### config.mk
export PLATFORM = sky130hd
export DESIGN_NAME = hs_io_bridge
export DESIGN_NICKNAME = d
export VERILOG_FILES = /design/src/rtl/hs_io_bridge.sv
export SDC_FILE = /design/constraint.sdc
export NUM_CORES = 1
export LEC_CHECK = 0
export CAP_MARGIN = 20
export CORE_ASPECT_RATIO = 1.2
export CORE_UTILIZATION = 50
export CTS_CLUSTER_SIZE = 12
export DETAILED_ROUTE_END_ITERATION = 10
export GPL_TIMING_DRIVEN = 0
export PLACE_DENSITY = 0.74
export SETUP_SLACK_MARGIN = 0.15
export SLEW_MARGIN = 30
export SYNTH_ARGS = -nofsm -noshare
export SYNTH_HDL_FRONTEND = slang
export SYNTH_SLANG_ARGS = --single-unit
### constraint.sdc
create_clock -name g_clk -period 2.65 [get_ports g_clk]
set_clock_uncertainty 0.1 [all_clocks]
set_input_delay 0.53 -clock g_clk [delete_from_list [all_inputs] [get_ports g_clk]]
set_output_delay 0.53 -clock g_clk [all_outputs]
set_load 0.03 [all_outputs]
### src/rtl/hs_io_bridge.sv
`default_nettype none
// ============================================================================
// Module   : hs_io_bridge
// Brief    : Byte-wide processor I/O bridge. TX path takes bytes from the
//            processor over a 4-phase handshake and streams them to a device
//            over valid/ready. RX path buffers device bytes and presents the
//            head byte to the processor with a pending-data interrupt.
// Revision : 1.0 - initial release
// ============================================================================
module hs_io_bridge #(
    parameter int DEPTH = 4,
    parameter int AW    = 2
) (
    input  logic          g_clk,
    input  logic          g_clr,
    input  logic [7:0]    proc_bus_out,
    input  logic          proc_hs_out,
    output logic          proc_hs_in,
    output logic [7:0]    proc_bus_in,
    input  logic          proc_rx_pop,
    output logic          proc_ext_int,
    output logic [7:0]    dev_tx_data,
    output logic          dev_tx_valid,
    input  logic          dev_tx_ready,
    input  logic [7:0]    dev_rx_data,
    input  logic          dev_rx_valid,
    output logic          dev_rx_ready,
    output logic [AW:0]   tx_count,
    output logic [AW:0]   rx_count,
    output logic          rx_underflow
);

    // Handshake FSM encoding. SYNC waits for hs_out low after reset so a
    // request held through reset cannot produce a duplicate push.
    localparam logic [1:0] c_st_sync = 2'd0;
    localparam logic [1:0] c_st_idle = 2'd1;
    localparam logic [1:0] c_st_ack  = 2'd2;

    logic [7:0]  r_tx_mem [0:DEPTH-1];
    logic [7:0]  r_rx_mem [0:DEPTH-1];
    logic [AW:0] r_tx_wr;
    logic [AW:0] r_tx_rd;
    logic [AW:0] r_rx_wr;
    logic [AW:0] r_rx_rd;
    logic [1:0]  r_state;
    logic        r_hs_in;
    logic        r_rx_underflow;

    logic        w_tx_empty;
    logic        w_tx_full;
    logic        w_rx_empty;
    logic        w_rx_full;
    logic        w_tx_push;
    logic        w_tx_pop;
    logic        w_rx_push;
    logic        w_rx_pop;

    // Occupancy flags; fullness uses the pointer wrap bit.
    assign w_tx_empty = (r_tx_wr == r_tx_rd);
    assign w_tx_full  = (r_tx_wr[AW-1:0] == r_tx_rd[AW-1:0]) && (r_tx_wr[AW] != r_tx_rd[AW]);
    assign w_rx_empty = (r_rx_wr == r_rx_rd);
    assign w_rx_full  = (r_rx_wr[AW-1:0] == r_rx_rd[AW-1:0]) && (r_rx_wr[AW] != r_rx_rd[AW]);

    // Transfer qualifiers, all evaluated on the pre-edge state.
    assign w_tx_push = (r_state == c_st_idle) && proc_hs_out && !w_tx_full;
    assign w_tx_pop  = !w_tx_empty && dev_tx_ready;
    assign w_rx_push = dev_rx_valid && !w_rx_full;
    assign w_rx_pop  = proc_rx_pop && !w_rx_empty;

    assign proc_hs_in   = r_hs_in;
    assign dev_tx_valid = !w_tx_empty;
    assign dev_tx_data  = r_tx_mem[r_tx_rd[AW-1:0]];
    assign dev_rx_ready = !w_rx_full;
    assign proc_ext_int = !w_rx_empty;
    assign proc_bus_in  = w_rx_empty ? 8'h00 : r_rx_mem[r_rx_rd[AW-1:0]];
    assign tx_count     = r_tx_wr - r_tx_rd;
    assign rx_count     = r_rx_wr - r_rx_rd;
    assign rx_underflow = r_rx_underflow;

    // FIFO storage writes; contents are intentionally left unreset.
    always_ff @(posedge g_clk) begin
        if (w_tx_push) r_tx_mem[r_tx_wr[AW-1:0]] <= proc_bus_out;
        if (w_rx_push) r_rx_mem[r_rx_wr[AW-1:0]] <= dev_rx_data;
    end

    // FIFO pointers and the sticky underflow flag.
    always_ff @(posedge g_clk or negedge g_clr) begin
        if (!g_clr) begin
            r_tx_wr        <= '0;
            r_tx_rd        <= '0;
            r_rx_wr        <= '0;
            r_rx_rd        <= '0;
            r_rx_underflow <= 1'b0;
        end else begin
            if (w_tx_push) r_tx_wr <= r_tx_wr + 1'b1;
            if (w_tx_pop)  r_tx_rd <= r_tx_rd + 1'b1;
            if (w_rx_push) r_rx_wr <= r_rx_wr + 1'b1;
            if (w_rx_pop)  r_rx_rd <= r_rx_rd + 1'b1;
            if (proc_rx_pop && w_rx_empty) r_rx_underflow <= 1'b1;
        end
    end

    // Processor write handshake: one push per request, registered acknowledge.
    always_ff @(posedge g_clk or negedge g_clr) begin
        if (!g_clr) begin
            r_state <= c_st_sync;
            r_hs_in <= 1'b0;
        end else begin
            case (r_state)
                c_st_sync: begin
                    r_hs_in <= 1'b0;
                    if (!proc_hs_out) r_state <= c_st_idle;
                end
                c_st_idle: begin
                    if (w_tx_push) begin
                        r_state <= c_st_ack;
                        r_hs_in <= 1'b1;
                    end
                end
                c_st_ack: begin
                    if (!proc_hs_out) begin
                        r_state <= c_st_idle;
                        r_hs_in <= 1'b0;
                    end
                end
                default: begin
                    r_state <= c_st_sync;
                    r_hs_in <= 1'b0;
                end
            endcase
        end
    end

endmodule
`default_nettype wire

==> metrics.md, run 1 <==
| Metric | Value |
|---|---|
| Period utilization | 0.928 |
| Final setup violation count | 0 |
| Area of the core | 6530 um^2 |
| Top delay family on crit path | buffers and inverters |
| #FFs+latches synth | 80 |
| Crit-path slowest cell | dfrtp_1 |
| Row cnt | 32 |
| Diodes inserted | 0 |
| Buf/Inv on CP | 3 |
| Chip Height | around 93 um |
| Die area | ~7200 um^2 |
| Worst path depth | 6 |
| Slew @ Worst Pin | roughly 750 ps |
| H-tree depth | 3 |
| Via Count | between 1500 and 2000 |
| Async SR Flop Fraction | 0.200 |
| Syn-to-layout area delta | 24.8% |
| Top Ports | 49 |
| Clk sinks | 80 |
| F_max | a little over 0.4 GHz |
| CTS buffer count | 9 |
| TritonCTS clock tree | built |
| CTS Buffer Depth | 2 |
| Detail Route Antenna Nets | 0 |
| Share of cells above drive strength 1 | 0.290 |
| Count of different cell masters after synthesis | 34 |
| Seq/Total Area, Yosys | 0.680 |
| Syn_nets | between 200 and 250 |
| Synthesized cell area | approximately 3400 um^2 |
| Number of buffers added on ports | 48 |
| Hold_buf cts | 0 |
| Yosys warning count | 0 |
| CTS root buf | clkbuf_8 |
| Slew Viols, Final | 0 |
| Initial DRC count | just under 100 |
| Status | completed |
| Hold Path Depth | 1 |
| First-pass DRT Iterations | 4 |
| EDFF count, synth | 64 |
| Total Routed Length | 5.66 mm |
| RSZ-0062 raised after global routing | true |
| FF-to-FF path depth | 5 |
| Placer Congestion | 0.726 |
| # DRC | 0 |
| Final #Nets | slightly below 300 |
| Crit Path Class | register to output pin |
| Dpl ws | -784 ps |
| Relative slew slack | 0.502 |
| Mean area per synthesized cell | between 15 and 20 um^2 |
| Crit path cell chain | clkbuf_8 -> inv_1 -> ha_4 -> nand2_1 -> or2_1 -> buf_2 |
| Initial antenna violation count | 0 |
| WL/cell | approximately 16 um |
| Crit path DAT | 1830 ps |
| Clk_lat worst skew | 340 ps |
| Worst setup margin | 190 ps |
| Largest net degree at the start of global routing | 17 |
| Post-synthesis cell count | 190 |
| Global route hottest layer | met2 |
| Die Span X | about 77 um |
| Via density | approximately 5.3 |
| CP Max Fanout | 10 |
| GRT Util Overall | 0.172 |
| Vias in the first global route | around 1900 |
| CP startpoint kind | register |
| Worst hold path type | register to register |
| Hpwl dp | between 3 and 4 mm |
| Grt met2 use | 0.298 |
| Fillers | roughly 460 |
| CP Capture Type | output pin |
| Main synth FF type | edfxtp_1 |
| Routing usage on met1 | 0.207 |
| Maxcap violations | 0 |
| Final Hold Viols | 0 |
| Minimum clock period | approximately 2500 ps |
| First-pass GRT wire length | 9.04 mm |
| Clock slew at reported path FFs | 80 ps |
| Total grt overflow | 0 |
| Met3 Usage GRT | 0.0463 |
| CP required | 2020 ps |
| Slowest stage delay, CP | 380 ps |
| Initial Util | 0.524 |
==> cell type report <==
cell class                 count  area [um^2]  share of cell area
multi-input combinational     94         1080               0.253
clock inverter                 6         68.8              0.0161
tap                           85          106              0.0249
timing repair buffer          56          462               0.108
inverter                      12         45.0              0.0106
clock buffer                  10          128              0.0299
buffer                         4         51.3              0.0120
sequential                    80         2320               0.545
==> worst reg2reg max path, delay by kind of cell (launching register included) <==
kind                       cells  cell delay (ps)
AOI/OAI and AO/OA              1              270
DFF                            1              410
buffers and inverters          2              270
and+or+nand+nor                1              440
adders and majority gates      1              230
==> stage by stage <==
step | hold slack (ps) | setup TNS [ps] | util | instance area [um^2] | std cells
after CTS | 373 | 0 | 0.650 | 4240 | 344
after floorplan | 134 | 0 | - | 3420 | 190
after global routing | 394 | 0 | 0.654 | 4270 | 347
final | 368 | 0 | 0.654 | 4270 | 347
after detailed placement | 356 | -7740 | 0.613 | 4000 | 323
after global placement | 340 | -7540 | 0.613 | 4000 | 323
==> state kept, by name (all words and copies together), names as in the netlist <==
name,count
proc_hs_in,1
r_rx_mem,32
r_rx_rd,3
r_rx_wr,3
r_state,2
r_tx_mem,32
r_tx_rd,3
r_tx_wr,3
rx_underflow,1
==> Yosys cell counts, drive strengths merged (2+ instances only) <==
| library cell | count | area, um^2 |
|---|---|---|
| nand2 | 7 | 26.3 |
| a31oi | 4 | 40.0 |
| clkbuf | 2 | 7.51 |
| xnor2 | 6 | 52.6 |
| a21o | 2 | 15.0 |
| inv | 12 | 45.0 |
| mux4 | 16 | 360 |
| nor2b | 9 | 56.3 |
| and2 | 3 | 18.8 |
| buf | 2 | 10.0 |
| fa | 2 | 40.0 |
| xor2 | 3 | 33.8 |
| and3 | 4 | 25.0 |
| a21oi | 2 | 10.0 |
| ha | 14 | 175 |
| dfrtp | 16 | 400 |
| edfxtp | 64 | 1920 |
| o21ai | 6 | 33.8 |
| mux2 | 6 | 71.3 |
==> cell usage in the layout (no fill, tap or decap), drive strengths merged, types with 4 or more instances in the layout <==
cell           count
nor2b              9
buf               22
clkdlybuf4s50     23
inv               13
mux2               6
xnor2              6
clkbuf            22
dfrtp             16
o21ai              6
edfxtp            64
ha                14
and3               4
mux4              16
a31oi              4
nand2              7
==> logic make-up after synthesis <==
kind of cell	after synthesis	share of synthesized area
muxes	23	0.129
and+or+nand+nor	30	0.0505
buffers and inverters	16	0.0183
AOI/OAI and AO/OA	16	0.0341
adders and majority gates	16	0.0630
xor gates and xnor gates	9	0.0253
DFF	80	0.680
==> final timing paths <==
path | startpoint | to | slack, ps
worst min-delay path | rx_underflow$_DFFE_PN0P_ | rx_underflow$_DFFE_PN0P_ | 370
min in group asynchronous | g_clr | r_tx_wr[2]$_DFFE_PN0P_ | 520
max in group asynchronous | g_clr | r_rx_wr[1]$_DFFE_PN0N_ | 1410
worst max register to register | r_tx_rd[1]$_DFFE_PN0P_ | r_tx_mem[1][2]$_DFFE_PP_ | 580
worst max-delay path | r_tx_rd[1]$_DFFE_PN0P_ | dev_tx_valid | 190
worst min register to register | rx_underflow$_DFFE_PN0P_ | rx_underflow$_DFFE_PN0P_ | 370
==> layer usage <==
metal	wire, um	vias to the layer above
li1	-	854
met1	2370	923
met2	3010	39
met3	197	6
met4	77	0
met5	0	-
==> timing repair <==
| action | 4_1_cts | 5_1_grt |
|---|---|---|
| setup buffers | 5 | 3 |
| gates resized for setup | 89 | 41 |
| setup endpoints to repair | 57 | 23 |
| pin swaps | 1 | 0 |
Power of run 1 is not shown: default switching activity piles up to over one toggle a cycle in this logic, so the estimate is an artifact.
==> run 2, diff against run 1 <==
Settings changed: CELL_PAD_IN_SITES_DETAIL_PLACEMENT set to 2, CELL_PAD_IN_SITES_GLOBAL_PLACEMENT set to 2, CORE_UTILIZATION 50 to 40, PLACE_DENSITY 0.74 to 0.79.
==> metrics.md, run 2 (synthesis gave the netlist of run 1 again) <==
| Metric | Value |
|---|---|
| Top delay family on crit path | multiplexers |
| Vias in the first global route | 2170 (+15%) |
| Clk_lat worst skew | 350 ps (about the same) |
| Final cell count without fillers | 379 (+9.2%) |
| Slew @ Worst Pin | 822 ps (+76.6 ps) |
| Crit-path slowest cell | mux4_2 |
| # DRC | 0 (unchanged) |
| Placer Congestion | 0.685 (-5.6%) |
| Final Hold Viols | 0 (unchanged) |
| Via Count | 1864 (+2.3%) |
| Total grt overflow | 0 (unchanged) |
| Die area | 8920 um^2 (+24%) |
| Share of cells above drive strength 1 | 0.347 (+0.0571) |
| Area of the core | 8200 um^2 (+26%) |
| Slew Viols, Final | 0 (unchanged) |
| R2R Setup Slk | 500 ps (-80 ps) |
| Number of buffers added on ports | 48 (unchanged) |
| Relative slew slack | 0.450 (-0.0512) |
| H-tree depth | 3 (unchanged) |
| FF-to-FF path depth | 5 (unchanged) |
| Crit Path Class | register to output pin |
| Die Span X | 86.4 um (+12%) |
| R2r endpoint | r_tx_mem[1][5]$_DFFE_PP_ |
| CTS buffer count | 9 (unchanged) |
| F_max | 0.406 GHz (-0.20%) |
| First-pass DRT Iterations | 4 (unchanged) |
| Hpwl dp | 5.51 mm (+42%) |
| Diodes inserted | 0 (unchanged) |
| Worst Setup SP | r_rx_rd[0]$_DFFE_PN0P_ |
| CP required | 2020 ps (about the same) |
| Initial Util | 0.417 (-0.107) |
| Final #Nets | 298 (+1.0%) |
| RSZ-0062 raised after global routing | true |
| CP Max Fanout | 9 (-1) |
| WL/cell | 22.0 um (+35%) |
| Detail Route Antenna Nets | 0 (unchanged) |
| Critical Path End | proc_bus_in[7] |
| Clk sinks | 80 (unchanged) |
| Worst hold path type | register to register |
| Row cnt | 36 (+13%) |
| Worst path depth | 5 (-1) |
| Most frequent cells in the layout | edfxtp_1 (64), clkdlybuf4s50_1 (23), mux4_2 (16) |
| CTS Buffer Depth | 2 (unchanged) |
| Setup TNS | 0 ps (unchanged) |
| Status | completed |
| Largest net degree at the start of global routing | 17 (unchanged) |
| CP Capture Type | output pin |
| Most common cell after layout, fill and taps aside | edfxtp_1 |
| TritonCTS clock tree | built |
| Clock slew at reported path FFs | 90 ps (about the same) |
| GRT Util Overall | 0.202 (+0.0298) |
| Buf/Inv on CP | 3 (unchanged) |
| Worst r2r src | r_tx_rd[1]$_DFFE_PN0P_ |
| Minimum clock period | 2460 ps (+4.92 ps) |
| Hold_buf cts | 0 (unchanged) |
| Inst Count DP | 352 (+9.0%) |
| Syn-to-layout area delta | 28.7% |
| Chip Height | 103 um (+12%) |
| Initial antenna violation count | 0 (unchanged) |
| Maxcap violations | 0 (unchanged) |
| Via density | 4.92 (-6.3%) |
| Crit path DAT | 1830 ps (about the same) |
| CTS root buf | clkbuf_8 |
| Final setup violation count | 0 (unchanged) |
| Crit path cell chain | buf_12 -> buf_4 -> mux4_2 -> nor2b_4 -> buf_6 |
| First-pass GRT wire length | 12.5 mm (+39%) |
| Period utilization | 0.930 (+0.00186) |
| Top Ports | 49 (unchanged) |
| Total Routed Length | 8.33 mm (+47%) |
| Initial DRC count | 60 (-39%) |
| CP startpoint kind | register |
| Slowest stage delay, CP | 500 ps (+120 ps) |
==> run 2: area by class of cell <==
cell class | instances | area (um^2)
fill | 739 | 3800
sequential | 80 | 2330
multi-input combinational | 94 | 1130
timing repair buffer | 59 | 487
tap | 114 | 143
clock buffer | 9 | 124
clock inverter | 7 | 80.1
buffer | 4 | 60.1
inverter | 12 | 47.5
==> run 2: worst min-delay path by stage <==
| stage | slack (ps) | depth (start not counted) | start | end |
|---|---|---|---|---|
| after CTS | 410 | 1 | rx_underflow$_DFFE_PN0P_ | rx_underflow$_DFFE_PN0P_ |
| after global placement | 350 | 1 | rx_underflow$_DFFE_PN0P_ | rx_underflow$_DFFE_PN0P_ |
| final | 400 | 1 | rx_underflow$_DFFE_PN0P_ | rx_underflow$_DFFE_PN0P_ |
| after detailed placement | 390 | 1 | rx_underflow$_DFFE_PN0P_ | rx_underflow$_DFFE_PN0P_ |
| after floorplan | 130 | 0 | g_clr | proc_hs_in$_DFFE_PN0P_ |
| after global routing | 430 | 1 | rx_underflow$_DFFE_PN0P_ | rx_underflow$_DFFE_PN0P_ |
==> run 2: layer usage <==
metal | wire, um | global-route usage | vias to the layer above
li1 | - | - | 862
met1 | 3000 | 0.210 | 959
met2 | 5030 | 0.406 | 36
met3 | 220 | 0.0381 | 7
met4 | 81 | 0.0641 | 0
met5 | 0 | 0 | -
==> run 2: what timing repair did <==
action	in CTS	in global routing
pin swaps	2	0
gates cloned	0	0
resized for setup	105	37
endpoints found under the setup margin	73	22
buffers inserted	10	1
==> run 2: through the flow <==
stage / util / hold slack (ps) / setup slack (ps) / area (um^2)
after detailed placement: 0.494 / 386 / -908 / 4050
after floorplan: - / 134 / 213 / 3420
after global routing: 0.537 / 425 / 133 / 4400
final: 0.537 / 397 / 185 / 4400
after CTS: 0.533 / 406 / 15.3 / 4370
after global placement: 0.493 / 345 / -784 / 4040
==> run 2: worst reg2reg max path: stages, from the launching register on <==
cell and delay (ps):
dfrtp_1 420, buf_8 160, inv_1 90, ha_4 230, a31oi_4 290, and2_1 500
Power of run 2 is left out for the same reason.
